[src/rtl/eth_pkg.sv]
// eth_pkg: shared definitions for the Ethernet TX arbiter.
// Holds the arbiter state encoding, the requester index constants and
// small index helpers used by eth_tx_arb and eth_rr_pick.
package eth_pkg;

  localparam int NUM_TX_REQ = 3;

  localparam int REQ_ARP  = 0;
  localparam int REQ_ICMP = 1;
  localparam int REQ_UDP  = 2;

  typedef enum logic [1:0] {
    ST_IDLE  = 2'd0,
    ST_GRANT = 2'd1,
    ST_XMIT  = 2'd2,
    ST_GAP   = 2'd3
  } arb_state_t;

  // Index that follows idx in round-robin order, wrapping after the last requester.
  function automatic logic [1:0] rr_next(input logic [1:0] idx);
    return (idx == 2'(NUM_TX_REQ - 1)) ? 2'd0 : idx + 2'd1;
  endfunction

  // Requester index of a one-hot selection vector (0 when empty).
  function automatic logic [1:0] onehot_to_idx(input logic [NUM_TX_REQ-1:0] oh);
    logic [1:0] idx;
    idx = 2'(REQ_ARP);
    if (oh[REQ_ICMP]) idx = 2'(REQ_ICMP);
    if (oh[REQ_UDP])  idx = 2'(REQ_UDP);
    return idx;
  endfunction

endpackage

[src/rtl/eth_rr_pick.sv]
// eth_rr_pick: combinational round-robin selector.
// Scans the pending vector starting at i_ptr and wrapping around; the first
// pending requester found is returned one-hot on o_pick with o_valid high.
module eth_rr_pick
  import eth_pkg::*;
(
  input  logic [NUM_TX_REQ-1:0] i_pending,
  input  logic [1:0]            i_ptr,
  output logic [NUM_TX_REQ-1:0] o_pick,
  output logic                  o_valid
);

  logic [2:0] w_idx;

  // Walk the requesters in rotated order and keep the first pending one.
  always_comb begin
    o_pick  = '0;
    o_valid = 1'b0;
    w_idx   = '0;
    for (int k = 0; k < NUM_TX_REQ; k++) begin
      w_idx = {1'b0, i_ptr} + 3'(k);
      if (w_idx >= 3'(NUM_TX_REQ)) begin
        w_idx = w_idx - 3'(NUM_TX_REQ);
      end
      if (!o_valid && i_pending[w_idx[1:0]]) begin
        o_pick[w_idx[1:0]] = 1'b1;
        o_valid            = 1'b1;
      end
    end
  end

endmodule

[src/rtl/eth_tx_arb.sv]
// eth_tx_arb: round-robin arbiter that shares one GMII TX path between the
// ARP, ICMP and UDP frame sources.
//
// Handshake: a source raises req_start for one clock to ask for the bus; the
// request is held in a pending bit until the arbiter answers with a one-clock
// grant pulse, which the source uses as its start strobe. The owner then
// drives its GMII lanes and signals the end of the frame with a one-clock
// req_done pulse. Only the owner's lanes and req_done are ever looked at.
//
// Optional feature: define ETH_TX_ARB_WDOG_EN to build a per-frame watchdog
// that aborts a frame lasting MAX_FRAME_CYCLES clocks; without it abort is 0.
module eth_tx_arb
  import eth_pkg::*;
#(
  parameter int unsigned IFG_CYCLES       = 12,
  parameter int unsigned MAX_FRAME_CYCLES = 3100
) (
  input  logic                    clk,
  input  logic                    rst_n,
  input  logic [NUM_TX_REQ-1:0]   req_start,
  input  logic [NUM_TX_REQ-1:0]   req_done,
  input  logic [NUM_TX_REQ-1:0]   req_gmii_tx_en,
  input  logic [8*NUM_TX_REQ-1:0] req_gmii_txd,
  output logic [NUM_TX_REQ-1:0]   grant,
  output logic                    gmii_tx_en,
  output logic [7:0]              gmii_txd,
  output logic                    busy,
  output logic                    abort,
  output arb_state_t              dbg_state
);

  // Last GAP count value; an IFG of 0 still spends one clock in GAP.
  localparam logic [15:0] GAP_LAST = (IFG_CYCLES == 0) ? 16'd0 : 16'(IFG_CYCLES - 1);

  arb_state_t            r_state;
  logic [NUM_TX_REQ-1:0] r_pending;
  logic [1:0]            r_ptr;
  logic [1:0]            r_owner;
  logic                  r_done_seen;
  logic [15:0]           r_gap_cnt;
  logic [NUM_TX_REQ-1:0] r_grant;
  logic                  r_tx_en;
  logic [7:0]            r_txd;

  logic [NUM_TX_REQ-1:0] w_pick;
  logic                  w_valid;
  logic [NUM_TX_REQ-1:0] w_clr;
  logic                  w_own_en;
  logic [7:0]            w_own_txd;
  logic                  w_own_done;

`ifdef ETH_TX_ARB_WDOG_EN
  localparam logic [15:0] WDOG_LAST = (MAX_FRAME_CYCLES == 0) ? 16'd0 : 16'(MAX_FRAME_CYCLES - 1);
  logic [15:0] r_wdog;
  logic        r_abort;
`endif

  eth_rr_pick u_pick (
    .i_pending (r_pending),
    .i_ptr     (r_ptr),
    .o_pick    (w_pick),
    .o_valid   (w_valid)
  );

  // Pending bit of the requester being granted is cleared as the grant registers.
  always_comb begin
    w_clr = '0;
    if (r_state == ST_IDLE && w_valid) begin
      w_clr = w_pick;
    end
  end

  // Route the current owner's lanes and done strobe; all other sources are ignored.
  always_comb begin
    w_own_en   = 1'b0;
    w_own_txd  = 8'h00;
    w_own_done = 1'b0;
    case (r_owner)
      2'(REQ_ARP): begin
        w_own_en   = req_gmii_tx_en[REQ_ARP];
        w_own_txd  = req_gmii_txd[8*REQ_ARP +: 8];
        w_own_done = req_done[REQ_ARP];
      end
      2'(REQ_ICMP): begin
        w_own_en   = req_gmii_tx_en[REQ_ICMP];
        w_own_txd  = req_gmii_txd[8*REQ_ICMP +: 8];
        w_own_done = req_done[REQ_ICMP];
      end
      2'(REQ_UDP): begin
        w_own_en   = req_gmii_tx_en[REQ_UDP];
        w_own_txd  = req_gmii_txd[8*REQ_UDP +: 8];
        w_own_done = req_done[REQ_UDP];
      end
      default: ;
    endcase
  end

  // Arbiter FSM with its registered grant, data path and abort outputs.
  always_ff @(posedge clk or negedge rst_n) begin
    if (!rst_n) begin
      r_state     <= ST_IDLE;
      r_pending   <= '0;
      r_ptr       <= '0;
      r_owner     <= '0;
      r_done_seen <= 1'b0;
      r_gap_cnt   <= '0;
      r_grant     <= '0;
      r_tx_en     <= 1'b0;
      r_txd       <= 8'h00;
`ifdef ETH_TX_ARB_WDOG_EN
      r_wdog      <= '0;
      r_abort     <= 1'b0;
`endif
    end else begin
      // A new request in the clearing cycle keeps the pending bit set.
      r_pending <= (r_pending & ~w_clr) | req_start;
      r_grant   <= '0;
      r_tx_en   <= 1'b0;
      r_txd     <= 8'h00;
`ifdef ETH_TX_ARB_WDOG_EN
      r_abort   <= 1'b0;
`endif
      case (r_state)
        ST_IDLE: begin
          if (w_valid) begin
            r_state     <= ST_GRANT;
            r_grant     <= w_pick;
            r_owner     <= onehot_to_idx(w_pick);
            r_ptr       <= rr_next(onehot_to_idx(w_pick));
            r_done_seen <= 1'b0;
          end
        end
        ST_GRANT: begin
          // A done strobe this early is remembered and honoured in XMIT.
          r_state     <= ST_XMIT;
          r_done_seen <= w_own_done;
          r_tx_en     <= w_own_en;
          r_txd       <= w_own_txd;
`ifdef ETH_TX_ARB_WDOG_EN
          r_wdog      <= '0;
`endif
        end
        ST_XMIT: begin
          r_tx_en <= w_own_en;
          r_txd   <= w_own_txd;
          if (r_done_seen || w_own_done) begin
            r_state   <= ST_GAP;
            r_gap_cnt <= '0;
          end
`ifdef ETH_TX_ARB_WDOG_EN
          else if (r_wdog == WDOG_LAST) begin
            r_state   <= ST_GAP;
            r_gap_cnt <= '0;
            r_abort   <= 1'b1;
            r_tx_en   <= 1'b0;
            r_txd     <= 8'h00;
          end else begin
            r_wdog <= r_wdog + 16'd1;
          end
`endif
        end
        ST_GAP: begin
          if (r_gap_cnt == GAP_LAST) begin
            r_state <= ST_IDLE;
          end else begin
            r_gap_cnt <= r_gap_cnt + 16'd1;
          end
        end
        default: r_state <= ST_IDLE;
      endcase
    end
  end

  assign grant      = r_grant;
  assign gmii_tx_en = r_tx_en;
  assign gmii_txd   = r_txd;
  assign busy       = (r_state != ST_IDLE);
  assign dbg_state  = r_state;
`ifdef ETH_TX_ARB_WDOG_EN
  assign abort      = r_abort;
`else
  assign abort      = 1'b0;
`endif

endmodule

[config.mk]
export PLATFORM = sky130hd
export DESIGN_NAME = eth_tx_arb
export DESIGN_NICKNAME = d
export VERILOG_FILES = /design/src/rtl/eth_pkg.sv /design/src/rtl/eth_rr_pick.sv /design/src/rtl/eth_tx_arb.sv
export SDC_FILE = /design/constraint.sdc
export NUM_CORES = 1
export LEC_CHECK = 0
export BUFFER_PORTS_ARGS = -buffer_cell sky130_fd_sc_hd__buf_4
export CORE_MARGIN = 4
export CORE_UTILIZATION = 49
export DETAILED_ROUTE_END_ITERATION = 8
export PLACE_DENSITY = 0.76
export SETUP_SLACK_MARGIN = 0.2
export SLEW_MARGIN = 25
export SYNTH_ARGS = -nofsm -noshare
export SYNTH_HDL_FRONTEND = slang
export SYNTH_HIERARCHICAL = 1
export SYNTH_SLANG_ARGS = --single-unit
[constraint.sdc]
create_clock -name clk -period 2.4 [get_ports clk]
set_input_delay 0.24 -clock clk [delete_from_list [all_inputs] [get_ports clk]]
set_output_delay 0.24 -clock clk [all_outputs]
set_load 0.005 [all_outputs]
== Word level (Yosys, flattened, before mapping) ==
Index checks and enable logic that the tools add are counted.

* Div/mod/pow operators: 0
* Reductions and logical operators: 19
* Equality and inequality tests: 11
* Shift operators: 0
* Multiplexer cells: 43
* $add $sub $neg: 7
* $lt $le $gt $ge: 9
* Multiply operators: 0
* Bitwise operators: 5

{| class="wikitable"
|+ Operators with widths
! operator !! number
|-
| 2-to-1 mux 16 bit || 2
|-
| case mux 16 bit (2 select lines) || 1
|-
| case mux 8 bit (3 select lines) || 1
|-
| 2-to-1 mux 2 bit || 10
|-
| 2-to-1 mux 3 bit || 6
|-
| adder 16 x 1 -> 16 bit, second input constant || 1
|-
| equality test 16 x 4 -> 1 bit, second input constant || 1
|-
| 2-to-1 mux 1 bit || 12
|-
| < comparator 2 x 3 -> 1 bit, second input constant || 3
|-
| OR 3 bit || 3
|-
| equality test 2 bit, second input constant || 4
|-
| 2-to-1 mux 8 bit || 1
|-
| inequality test 2 bit, second input constant || 4
|-
| case mux 2 bit (4 select lines) || 1
|-
| binary-select mux 1 bit (select 2 bit) || 3
|-
| demux 1 bit (select 2 bit) || 3
|-
| greater-or-equal comparator 2 x 1 -> 1 bit, second input constant || 3
|-
| greater-or-equal comparator 3 x 2 -> 1 bit, second input constant || 2
|-
| logical AND 1 bit || 6
|-
| case mux 1 bit (3 select lines) || 2
|-
| AND reduction 3 bit || 2
|-
| nonzero test 2 bit || 3
|-
| subtractor 2 bit, second input constant || 3
|-
| equality test 2 x 1 -> 1 bit, second input constant || 2
|-
| other kinds (12) || 15
|}

* Logic and storage cells: 103
* Latch bits: 0
* Memories kept: 0
* Output and inout bits: 16
* RAM bits: 0
* ROM bits: 0
* Register bits after elaboration: 38
* Input port bits: 35

== Longest topological paths before layout ==
Gate-level depths: netlist (run 1).

* Depth in word-level cells: 17
* Depth in mapped cells: 10
* Mapped depth without buffers: 9

== Cells and area by module ==
The synthesis (run 1) kept the hierarchy.

{| class="wikitable"
|+ By module, submodules not included
! module !! instances !! cells each !! area each (sq um)
|-
| eth_tx_arb || 1 || 214 || 1981.9
|-
| eth_rr_pick || 1 || 38 || 271.5
|}

== Worst setup path after synthesis (run 1) ==
No wires, ideal clock.

* Path type: flip-flop to flip-flop
* Start: register r_ptr[0]
* End: register r_state[1], in the netlist dbg_state[1]
* Slack: 0.017 ns
* Stages on the path, launching flop included: 11
* Setup time: 0.125 ns
* Period minus slack after synthesis: 2.383 ns
* Arrival: 2.258 ns
* Required time: 2.275 ns
* Cells stage by stage: dfrtp_1 > inv_1 > ha_1 > buf_6 > a22oi_1 > nor2_1 > or3_1 > or2_1 > nand2b_1 > and3_1 > mux2_2

* Cells in the longest elaborated chain, start to end: 13
* Elaborated cells on any way between the ends: 26
* Those cells by class: add/sub: 5; order compare: 3; eq/ne: 1; mux: 12; reduce/logical: 5

{| class="wikitable"
|+ RTL lines
! what !! line !! source
|-
| from (decl) || eth_tx_arb.sv:37 || <nowiki>logic [1:0] r_ptr;</nowiki>
|-
| from (signal assigned) || eth_tx_arb.sv:129 || <nowiki>r_ptr <= rr_next(onehot_to_idx(w_pick));</nowiki>
|-
| branches (longest 10 deep; another with adder 2 x 1 -> 3 bit) || - ||
|-
| 2-to-1 mux 1 bit * || eth_rr_pick.sv:25 || <nowiki>if (!o_valid && i_pending[w_idx[1:0]]) begin</nowiki>
|-
| named net w_valid || eth_tx_arb.sv:46 || <nowiki>logic w_valid;</nowiki>
|-
| inequality test 2 bit (no source line) * || - ||
|-
| AND reduction 3 bit (no source line) * || - ||
|-
| to (signal assigned) || eth_tx_arb.sv:101 || <nowiki>r_state <= ST_IDLE;</nowiki>
|-
| to (signal assigned) || eth_tx_arb.sv:126 || <nowiki>r_state <= ST_GRANT;</nowiki>
|-
| to (signal assigned) || eth_tx_arb.sv:135 || <nowiki>r_state <= ST_XMIT;</nowiki>
|-
| to (decl) || eth_tx_arb.sv:35 || <nowiki>arb_state_t r_state;</nowiki>
|}

Mark *: on every way through the listed nets, which the timed path passes. The select of a mux whose other input is x is not followed.
A chain may end at the register's enable or synchronous reset.

== Worst setup path after layout (run 1) ==
Same ends and word-level chain as after synthesis.

==> metrics.sh, run 1 <==
GLOBAL_ROUTE.USAGE.TOTAL=0.2040
CTS_MAX_PATH_BUFFERS=2
CAP_VIOL_MAX_COUNT=0
SYNTH_TOP_FAMILY_BY_AREA='simple AND/OR/NAND/NOR gates'
POST_ROUTE_CELLS_DRIVE_ABOVE_1_SHARE=0.2934
POST_DRT_WL_PER_CELL_UM=14.49
DETAIL_ROUTE.DRC_VIOLATIONS=0
SYN_AVG_CELL_AREA_SQ_UM=8.942
SYNTHXORXNORAREAFRAC=0
POST_SYNTH_AND_OR_NAND_NOR_AREA_FRACTION=0.2393
LAYOUT_COMMONEST_CELL='sky130_fd_sc_hd__buf_4'
SW_FRAC_OF_TOTAL=0.3799
POWER_FRAC_SEQ=0.277
DIEAREA_SQ_UM=5748
VIA_COUNT_OF_THE_FIRST_GLOBAL_ROUTING_PASS=1943
TOP_AREA_CELL_TYPE_SHARE_OF_THE_NETLIST_AREA=0.4109
CLK_PIN_SLEW_NS=0.08
MAXSLEWVIOLCOUNT=0
NUM_ROWS=24
RSZ0062_AT_GRT='true'
DRT_WL_TOTAL_UM=5348
PLACEMENT.CELL_AREA_SQ_UM=2706
CRITPATHREQUIREDTIME_NS=2.59
END_KIND='register'
CHIPHEIGHT_UM=75.82
FINAL-INSTANCE-COUNT-EXCL-FILL=369
GP_CONGESTION=0.8330
PWR_DENSITY_CELL_nW_PER_UM2=1154
FINALHOLDVIOLATIONS=0
SYNTHTOPCELLSBYAREA='sky130_fd_sc_hd__dfrtp_1 41%, sky130_fd_sc_hd__o21ai_0 7.3%, sky130_fd_sc_hd__mux2i_1 6.2%'
SYNTHESIS.NETS=297
YOSYSWARNINGCOUNT=6
NET_COUNT_OF_THE_FINISHED_LAYOUT=361
FRACTION_OF_THE_MAPPED_NETLIST_AREA_IN_COMPOUND_GATES=0.1644
POST_SYNTH_INST_COUNT=252
STARTPOINT_TYPE='register'
LARGEST_NET_DEGREE_AT_THE_START_OF_GLOBAL_ROUTING=38
NUMBER_OF_BUFFERS_INSERTED_DURING_CLOCK_TREE_SYNTHESIS=5
INITIAL_CORE_UTIL=0.5105
INTERNAL_POWER_W=0.002114
POST-ROUTE-PERIOD-UTIL=0.9320
CLKLATENCYLATEPIN_NS=0.29
CRIT_ARRIVAL_NS=2.42
NUM_VIAS=2030
CLKSINKCOUNT=37
TOP_LEVEL_PORTS=51
DP_CELLS=352
DETAILEDROUTE.FIRSTPASSITERATIONCOUNT=4
SETUP-TNS-FINAL_NS=0
LEAKAGEPOWER_nW=1.399
ADDER_CELL_FRACTION_OF_SYNTH_AREA=0.05552
DRT_FIRST_ITER_VIOLATIONS=118
SYNTHDISTINCTLIBCELLS=46
YOSYS_REGISTER_BITS=37
SYN-CELL-AREA_SQ_UM=2253
DETAIL-ROUTE-ANTENNA-NETS=0
INSERTEDDIODECOUNT=0
SYNTH-EDFF-COUNT=0
CLOCK_POWER_SHARE=0.188
WORST_CLOCK_SKEW_NS=0.006268
CTS.ROOT.BUFFER_CELL='sky130_fd_sc_hd__clkbuf_8'
YS_ASYNC_SR_FRACTION=1.000
RUN_STATUS='complete, no violations'
DESIGN.CORE.AREA_SQ_UM=4414
SYNTH_TOP_AREA_CELL='sky130_fd_sc_hd__dfrtp_1'
POST-ROUTE-CELL-AREA_SQ_UM=2955
LAYOUT_STAGE_AREA_GROWTH_OVER_THE_SYNTHESIS_RESULT_PCT=31.15
YS.FLOP_TYPE='sky130_fd_sc_hd__dfrtp_1'
SHARE_OF_TOTAL_POWER_IN_COMBINATIONAL_LOGIC=0.536
CLOCK_TREE.HTREE_LEVEL_COUNT=2
TIGHTEST_SLEW_NS=0.5691
CTS_TREE='done'
GLOBALROUTEOVERFLOWTOTAL=0
WORST-SETUP-PATH-TYPE='register to register'
LAYOUT.CELLS.MOST_COMMON_LIST='66 x sky130_fd_sc_hd__buf_4, 37 x sky130_fd_sc_hd__dfrtp_1, 32 x sky130_fd_sc_hd__o21ai_0'
IO_BUFFER_COUNT=49
YOSYSSEQAREASHARE=0.4109
PEAKVDDDROP_uV=794.9
POWER.SWITCHING_W=0.001295
SETUP-VIOLATIONS-FINAL=0
MAX_FREQ_GHz=0.4471
PROPORTION_OF_SYNTHESIZED_AREA_IN_MUX_CELLS=0.07218
GRT_ANTENNA_BEFORE_REPAIR=0
RELSLEWSLACK=0.6198
TIMING.HOLD.WORST.CLASS='input pin to register'
DP.FINAL_HPWL_UM=3817
DIE_W_UM=75.82
GLOBAL_ROUTE_WIRE_LENGTH_BEFORE_REPAIR_UM=9059
POST_DRT_VIA_CELL_RATIO=5.501
WORSTPATHMAXFANOUT=3
PERIOD_NEEDED_NS=2.237
flip-flops by register name (all words and copies together) (netlist names):
name and flops:
gmii_tx_en 1, dbg_state 2, r_done_seen 1, r_pending 3, r_ptr 1, grant 3
gmii_txd 8, r_owner 2, r_gap_cnt 16
worst paths after layout:
path / start / to / slack (ns) / depth (start not counted)
setup / recovery: r_ptr[0] / dbg_state[1] / 0.16 / 9
hold / removal: req_start[2] / r_pending[2] / 0.13 / 2
setup reg to reg: r_ptr[0] / dbg_state[1] / 0.16 / 9
hold reg to reg: r_gap_cnt[9] / r_gap_cnt[9] / 0.54 / 1
max in group asynchronous: rst_n / r_gap_cnt[6] / 1.63 / 2
min in group asynchronous: rst_n / grant[0] / 0.43 / 2
cell usage after synthesis (2+ instances only):
master,count
sky130_fd_sc_hd__buf_1,2
sky130_fd_sc_hd__or4_1,2
sky130_fd_sc_hd__and3_1,3
sky130_fd_sc_hd__or3_1,4
sky130_fd_sc_hd__o31ai_1,2
sky130_fd_sc_hd__and2_1,11
sky130_fd_sc_hd__nor3_1,3
sky130_fd_sc_hd__mux2i_1,14
sky130_fd_sc_hd__and4bb_2,2
sky130_fd_sc_hd__ha_1,10
sky130_fd_sc_hd__mux2_2,2
sky130_fd_sc_hd__buf_4,4
sky130_fd_sc_hd__nor2_1,9
sky130_fd_sc_hd__nand3_1,19
sky130_fd_sc_hd__nor4_1,2
sky130_fd_sc_hd__o21bai_1,2
sky130_fd_sc_hd__nand4_1,2
sky130_fd_sc_hd__dfrtp_1,37
sky130_fd_sc_hd__a22o_1,4
sky130_fd_sc_hd__a21oi_1,10
sky130_fd_sc_hd__nor3b_1,2
sky130_fd_sc_hd__nand3b_1,4
sky130_fd_sc_hd__nand2b_1,5
sky130_fd_sc_hd__buf_2,2
sky130_fd_sc_hd__o21ai_0,33
sky130_fd_sc_hd__nand2_1,26
sky130_fd_sc_hd__inv_1,17
area by class of cell:
type / count / area [sq um]
timing repair buffer: 67 / 505.5
clock inverter: 3 / 65.06
fill: 349 / 1459
clock buffer: 5 / 68.82
multi-input combinational: 188 / 1261
tap: 52 / 65.06
sequential: 37 / 925.9
inverter: 17 / 63.81
power groups by stage:
stage	combinational [W]	clock, W	sequential, W
floorplan	0.00108	0	0.000924
global placement	0.00156	0	0.000938
detailed placement	0.00160	0	0.000944
CTS	0.00171	0.000650	0.000936
global route	0.00202	0.000675	0.000968
finish	0.00183	0.000640	0.000943
layer usage:
metal / global-route usage / routed length, um
met1: 0.2752 / 2419
met3: 0.07784 / 464
met2: 0.3042 / 2425
met4: 0.06019 / 38
met5: 0 / 0
cells by family (layout without fill, tap and decap cells):
family,Yosys count,after routing
flops,37,37
mux,16,16
other cells,1,1
simple gates,99,99
compound gates,62,62
fa+ha+maj,10,10
buf+inv,27,92
per-stage QoR:
stage / util / hold WS (ns) / setup WS [ns] / power, W
2_1_floorplan: - / -0.05559 / 0.08536 / 0.002008
3_3_place_gp: 0.6131 / 0.2267 / 0.1281 / 0.002494
3_5_place_dp: 0.6131 / 0.2253 / 0.08866 / 0.002544
4_1_cts: 0.6616 / 0.1275 / 0.1945 / 0.003296
5_1_grt: 0.6695 / 0.1365 / 0.1113 / 0.003661
6_report: 0.6695 / 0.1315 / 0.1632 / 0.003410
worst max-delay path: stages (launching register included):
cell,delay (ns)
sky130_fd_sc_hd__dfrtp_1,0.41
sky130_fd_sc_hd__inv_2,0.09
sky130_fd_sc_hd__ha_4,0.22
sky130_fd_sc_hd__a22oi_2,0.15
sky130_fd_sc_hd__nor2_1,0.07
sky130_fd_sc_hd__or3_1,0.33
sky130_fd_sc_hd__or2_4,0.27
sky130_fd_sc_hd__nand2b_4,0.15
sky130_fd_sc_hd__and3_4,0.19
sky130_fd_sc_hd__mux2_2,0.26
timing repair:
action | in CTS | in global routing
endpoints found under the setup margin | 3 | 10
buffers inserted | 6 | 2
pin swaps | 1 | 1
hold buffers | 1 | 0
resized for setup | 5 | 5
hold endpoints to repair | 37 | 0
Note: power is estimated with default switching activity, not from simulation.
==> run 2: changes to the inputs <==
--- a/config.mk
+++ b/config.mk
@@ -10,7 +10,6 @@
 export CORE_UTILIZATION = 49
 export DETAILED_ROUTE_END_ITERATION = 8
 export PLACE_DENSITY = 0.76
-export SETUP_SLACK_MARGIN = 0.2
 export SLEW_MARGIN = 25
 export SYNTH_ARGS = -nofsm -noshare
 export SYNTH_HDL_FRONTEND = slang
==> run 2 against run 1 <==
Net effect: sequential power is 1% lower; core utilization decreased by 1.8 points; register-to-register slack is essentially flat; worst hold slack got worse by 0.0057 ns; routed wire length decreased by 4.7%; flip-flop and latch count stayed put; largest power group unchanged.
==> metrics.sh, run 2 (synthesis gave the netlist of run 1 again) <==
INTERNAL_POWER_W=0.001996
POST_DRT_VIA_CELL_RATIO=5.590
DIEAREA_SQ_UM=5748
TIMING.HOLD.WORST.CLASS='input pin to register'
LARGEST_REG_FLOPS=16
LEAKAGEPOWER_nW=1.349
CLOCK_POWER_SHARE=0.200
GRT_ANTENNA_BEFORE_REPAIR=0
DETAILEDROUTE.FIRSTPASSITERATIONCOUNT=4
POST_DRT_WL_PER_CELL_UM=14.04
GLOBALROUTEOVERFLOWTOTAL=0
DP_CELLS=354
RUN_STATUS='complete, no violations'
MIN-DELAY-START='req_start[2]'
END_KIND='register'
CAP_VIOL_MAX_COUNT=0
WORST_CLOCK_SKEW_NS=0.004778
DRT_FIRST_ITER_VIOLATIONS=99
POWER.SWITCHING_W=0.001221
LAYOUT_STAGE_AREA_GROWTH_OVER_THE_SYNTHESIS_RESULT_PCT=27.65
DETAIL_ROUTE.DRC_VIOLATIONS=0
NUM_VIAS=2029
GLOBAL_ROUTE.USAGE.TOTAL=0.1951
WORSTPATHMAXFANOUT=4
IO_BUFFER_COUNT=49
NET_COUNT_OF_THE_FINISHED_LAYOUT=355
CRIT_TOP_CELL='sky130_fd_sc_hd__nand2b_1'
TIGHTEST_SLEW_NS=0.5979
NUMBER_OF_BUFFERS_INSERTED_DURING_CLOCK_TREE_SYNTHESIS=5
DP.FINAL_HPWL_UM=3779
RSZ0062_AT_GRT='false'
CRIT_ARRIVAL_NS=2.43
STARTPOINT_TYPE='register'
DETAIL-ROUTE-ANTENNA-NETS=0
DRT_WL_TOTAL_UM=5096
LAYOUT.CELLS.MOST_COMMON_LIST='60 x sky130_fd_sc_hd__buf_4, 36 x sky130_fd_sc_hd__dfrtp_1, 33 x sky130_fd_sc_hd__o21ai_0'
INSERTEDDIODECOUNT=0
VIA_COUNT_OF_THE_FIRST_GLOBAL_ROUTING_PASS=1991
GLOBAL_ROUTE_WIRE_LENGTH_BEFORE_REPAIR_UM=8631
DESIGN.CORE.AREA_SQ_UM=4414
SETUP_WS_NS=0.1547
FINAL-INSTANCE-COUNT-EXCL-FILL=363
MAX_FLOP_REGISTER='r_gap_cnt'
CLK_PIN_SLEW_NS=0.08
LAYOUT_COMMONEST_CELL='sky130_fd_sc_hd__buf_4'
SHARE_OF_TOTAL_POWER_IN_COMBINATIONAL_LOGIC=0.511
CLKSINKCOUNT=37
TOP_LEVEL_PORTS=51
POST_ROUTE_CELLS_DRIVE_ABOVE_1_SHARE=0.2605
CP_SLOWEST_CELL='sky130_fd_sc_hd__dfrtp_2'
LARGEST_NET_DEGREE_AT_THE_START_OF_GLOBAL_ROUTING=38
MAX_FREQ_GHz=0.4454
DIE_W_UM=75.82
CTS_MAX_PATH_BUFFERS=2
CLOCK_TREE.HTREE_LEVEL_COUNT=2
SETUP-VIOLATIONS-FINAL=0
CRITICAL_PATH_BUF_INV_COUNT=1
CTS.ROOT.BUFFER_CELL='sky130_fd_sc_hd__clkbuf_8'
CRITPATHREQUIREDTIME_NS=2.58
WORST-SETUP-PATH-TYPE='register to register'
FIN_TOTAL_PWR_W=0.003216
POSTCTSSETUPREPAIRBUFS=0
SLOWEST_DELAY_NS=0.45
NUM_ROWS=24
WORST_SETUP_PATH_STARTPOINT='r_owner[0]'
PERIOD_NEEDED_NS=2.245
FINALHOLDVIOLATIONS=0
SETUP-TNS-FINAL_NS=0
POWER_FRAC_SEQ=0.290
POST-ROUTE-PERIOD-UTIL=0.9356
WORSTREG2REGSTART='r_owner[0]'
PEAKVDDDROP_uV=768.4
RELSLEWSLACK=0.6006
CHIPHEIGHT_UM=75.82
INITIAL_CORE_UTIL=0.5105
CRITPATHTOPFAMILY='simple AND/OR/NAND/NOR gates'
MAXSLEWVIOLCOUNT=0
CP_CELL_SEQUENCE='inv_2, ha_4, nand2b_1, a21oi_1, or3_1, or2_1, nand2b_1, and3_1, mux2_2'
CLKLATENCYLATEPIN_NS=0.29
PWR_DENSITY_CELL_nW_PER_UM2=1118
CTS_TREE='done'
DP_SLACK_NS=0.1073
SW_FRAC_OF_TOTAL=0.3796
GP_CONGESTION=0.8547
[run 2: cell types whose count changed in the layout (fill, tap and decap cells not counted), sizes merged]
cell	previous run	this run
buf	66	60
[run 2: area by class of cell]
| class | count | area [sq um] |
|---|---|---|
| Fill cell | 373 | 1538 |
| Multi-Input combinational cell | 188 | 1226 |
| Sequential cell | 37 | 927.1 |
| Timing Repair Buffer | 61 | 460.4 |
| Clock buffer | 5 | 68.82 |
| Clock inverter | 3 | 65.06 |
| Tap cell | 52 | 65.06 |
| Inverter | 17 | 63.81 |
[run 2: final timing paths]
path | endpoint | slack [ns] | cells past startpoint
min | r_pending[2] | 0.13 | 2
max in group asynchronous | r_owner[0] | 1.61 | 2
min reg2reg | r_gap_cnt[10] | 0.55 | 1
min in group asynchronous | grant[0] | 0.44 | 2
max | dbg_state[1] | 0.15 | 9
max reg2reg | dbg_state[1] | 0.15 | 9
[run 2: power by group through the flow]
stage,Sequential [W],Clock [W],Combinational [W]
finish,0.000932,0.000642,0.00164
global route,0.000957,0.000681,0.00184
CTS,0.000926,0.000652,0.00160
detailed placement,0.000935,0,0.00159
global placement,0.000930,0,0.00155
floorplan,0.000924,0,0.00105
[run 2: timing repair]
item / 4_1_cts / 5_1_grt
hold buffers: 1 / 0
hold endpoints to repair: 37 / 0
resized for setup: 0 / 6
endpoints found under the setup margin: 0 / 1
[run 2: stage by stage]
step | instance area, sq um | utilization | hold slack (ns)
floorplan | 2253 | - | -0.05559
global placement | 2706 | 0.6131 | 0.2264
detailed placement | 2706 | 0.6131 | 0.2290
CTS | 2850 | 0.6457 | 0.1204
global route | 2877 | 0.6516 | 0.1270
finish | 2877 | 0.6516 | 0.1258
[run 2: layer usage]
metal | up-vias | GRT usage | routed length [um]
li1 | 1007 | - | -
met1 | 927 | 0.2599 | 2256
met2 | 83 | 0.2966 | 2264
met3 | 12 | 0.07388 | 517
met4 | 0 | 0.05437 | 57
met5 | - | 0 | 0
==> run 3: changes to the inputs <==
--- a/config.mk
+++ b/config.mk
@@ -9,6 +9,7 @@
 export CORE_MARGIN = 4
 export CORE_UTILIZATION = 49
 export DETAILED_ROUTE_END_ITERATION = 8
+export HOLD_SLACK_MARGIN = 0.15
 export PLACE_DENSITY = 0.76
 export SLEW_MARGIN = 25
 export SYNTH_ARGS = -nofsm -noshare
==> run 3 against run 2 <==
Net effect: core utilization increased by 0.68 points; clock power about the same; largest power group unchanged; flip-flop and latch count unchanged; register-to-register slack about the same; combinational power about the same; sequential power about the same; design area increased by 1.0%.
==> metrics.sh, run 3 (synthesis gave the netlist of run 1 again) <==
RUN_STATUS='complete, no violations'
NUMBER_OF_BUFFERS_INSERTED_DURING_CLOCK_TREE_SYNTHESIS=5
SETUP-VIOLATIONS-FINAL=0
MAX_FLOP_REGISTER='r_gap_cnt'
SLOWEST_DELAY_NS=0.45
VIA_COUNT_OF_THE_FIRST_GLOBAL_ROUTING_PASS=2011
LARGEST_REG_FLOPS=16
LAYOUT.FILLER_CELLS=369
CLKLATENCYLATEPIN_NS=0.29
PERIOD_NEEDED_NS=2.250
NET_COUNT_OF_THE_FINISHED_LAYOUT=358
CRITICAL_PATH_BUF_INV_COUNT=1
MAXSLEWVIOLCOUNT=0
CTS_TREE='done'
CLKSINKCOUNT=37
GLOBALROUTEOVERFLOWTOTAL=0
TOP_LEVEL_PORTS=51
LAYOUT_STAGE_AREA_GROWTH_OVER_THE_SYNTHESIS_RESULT_PCT=28.98
POST-ROUTE-PERIOD-UTIL=0.9374
GR-USAGE-MET2=0.3023
NUM_VIAS=2046
GLOBAL_ROUTE_WIRE_LENGTH_BEFORE_REPAIR_UM=8721
CRIT_ARRIVAL_NS=2.43
DIE_W_UM=75.82
LAYER_CARRYING_THE_MOST_GLOBAL_ROUTE_USAGE='met2'
MET1_USAGE=0.2616
WORST_SETUP_PATH_STARTPOINT='r_owner[0]'
POSTCTSSETUPREPAIRBUFS=0
MAX_FREQ_GHz=0.4445
END_KIND='register'
WORSTPATHMAXFANOUT=4
CP_CELL_SEQUENCE='inv_2, ha_4, nand2b_1, a21oi_1, or3_1, or2_1, nand2b_1, and3_1, mux2_2'
FINALHOLDVIOLATIONS=0
NUM_ROWS=24
IO_BUFFER_COUNT=49
INSERTEDDIODECOUNT=0
DP.FINAL_HPWL_UM=3779
DETAIL-ROUTE-ANTENNA-NETS=0
DRT_WL_TOTAL_UM=5132
DIEAREA_SQ_UM=5748
CLK_PIN_SLEW_NS=0.08
WORSTREG2REGSTART='r_owner[0]'
PEAKVDDDROP_uV=768.1
LAYOUT.CELLS.MOST_COMMON_LIST='60 x sky130_fd_sc_hd__buf_4, 36 x sky130_fd_sc_hd__dfrtp_1, 33 x sky130_fd_sc_hd__o21ai_0'
GRT_ANTENNA_BEFORE_REPAIR=0
POST_DRT_WL_PER_CELL_UM=14.02
STARTPOINT_TYPE='register'
DRT_FIRST_ITER_VIOLATIONS=96
LEAKAGEPOWER_nW=1.361
GLOBAL_ROUTE.USAGE.TOTAL=0.1973
RELSLEWSLACK=0.5956
CTS_MAX_PATH_BUFFERS=2
POST_DRT_VIA_CELL_RATIO=5.590
LARGEST_NET_DEGREE_AT_THE_START_OF_GLOBAL_ROUTING=38
LAYOUT_COMMONEST_CELL='sky130_fd_sc_hd__buf_4'
WORST-SETUP-PATH-TYPE='register to register'
INITIAL_CORE_UTIL=0.5105
CTS.ROOT.BUFFER_CELL='sky130_fd_sc_hd__clkbuf_8'
GP_CONGESTION=0.8547
DESIGN.CORE.AREA_SQ_UM=4414
CRITPATHREQUIREDTIME_NS=2.58
POST_ROUTE_CELLS_DRIVE_ABOVE_1_SHARE=0.2580
CP_SLOWEST_CELL='sky130_fd_sc_hd__dfrtp_2'
DETAILEDROUTE.FIRSTPASSITERATIONCOUNT=5
DETAIL_ROUTE.DRC_VIOLATIONS=0
CRITPATHTOPFAMILY='simple AND/OR/NAND/NOR gates'
MET3_USAGE=0.07388
WORST_CLOCK_SKEW_NS=0.005138
RSZ0062_AT_GRT='false'
CRIT_TOP_CELL='sky130_fd_sc_hd__nand2b_1'
TIGHTEST_SLEW_NS=0.6054
TIMING.HOLD.WORST.CLASS='input pin to register'
POST-ROUTE-UTIL=0.6584
MIN-DELAY-START='req_gmii_txd[15]'
SETUP-TNS-FINAL_NS=0
CLOCK_TREE.HTREE_LEVEL_COUNT=2
CAP_VIOL_MAX_COUNT=0
PWR_DENSITY_CELL_nW_PER_UM2=1108
CHIPHEIGHT_UM=75.82
==> run 3: power by group <==
group	internal [W]	switching, W
Clock	0.000413	0.000229
Combinational	0.000789	0.000855
Sequential	0.000797	0.000136
==> run 3: timing repair <==
item | 4_1_cts | 5_1_grt
hold endpoints to repair | 40 | 0
hold buffers | 4 | 0
resized for setup | 0 | 6
setup endpoints to repair | 0 | 1
==> run 3: cell type report <==
class	count	area (sq um)	area share
flip-flops and latches	37	927.1	0.3190
multi-input cells	188	1226	0.4219
clock inverters	3	65.06	0.02238
repair buffers	64	490.5	0.1687
well taps	52	65.06	0.02238
inverters	17	63.81	0.02195
clock buffers	5	68.82	0.02368
==> run 3: worst paths after layout <==
kind / end / slack, ns / cells past startpoint
max in group asynchronous: r_owner[0] / 1.61 / 2
min: gmii_txd[7] / 0.25 / 4
min reg2reg: r_gap_cnt[15] / 0.54 / 2
min in group asynchronous: grant[0] / 0.44 / 2
max reg2reg: dbg_state[1] / 0.15 / 9
max: dbg_state[1] / 0.15 / 9
==> run 3: routing by layer <==
| layer | vias to the layer above | share of wire |
|---|---|---|
| li1 | 1014 | - |
| met1 | 931 | 0.44 |
| met2 | 92 | 0.44 |
| met3 | 9 | 0.11 |
| met4 | 0 | 0.0090 |
| met5 | - | 0 |
==> run 3: worst reg2reg max path, delay by kind of cell (launching register included) <==
| family | cells | cell delay, ns |
|---|---|---|
| AOI/OAI and AO/OA | 1 | 0.09 |
| adders and majority gates | 1 | 0.14 |
| buffers and inverters | 1 | 0.09 |
| and+or+nand+nor | 5 | 1.12 |
| muxes | 1 | 0.27 |
| DFF | 1 | 0.45 |
==> run 3: per-stage QoR <==
step                      hold WS (ns)  total power (W)  std cells  area [sq um]  setup slack (ns)
final                           0.2495         0.003219        366          2907            0.1503
after global routing            0.2925         0.003483        366          2907           0.02643
after CTS                       0.2420         0.003184        366          2880           0.09414
after detailed placement        0.2290         0.002522        354          2706            0.1073
after global placement          0.2264         0.002480        354          2706            0.1562
after floorplan               -0.05559         0.001977        252          2253           0.01730
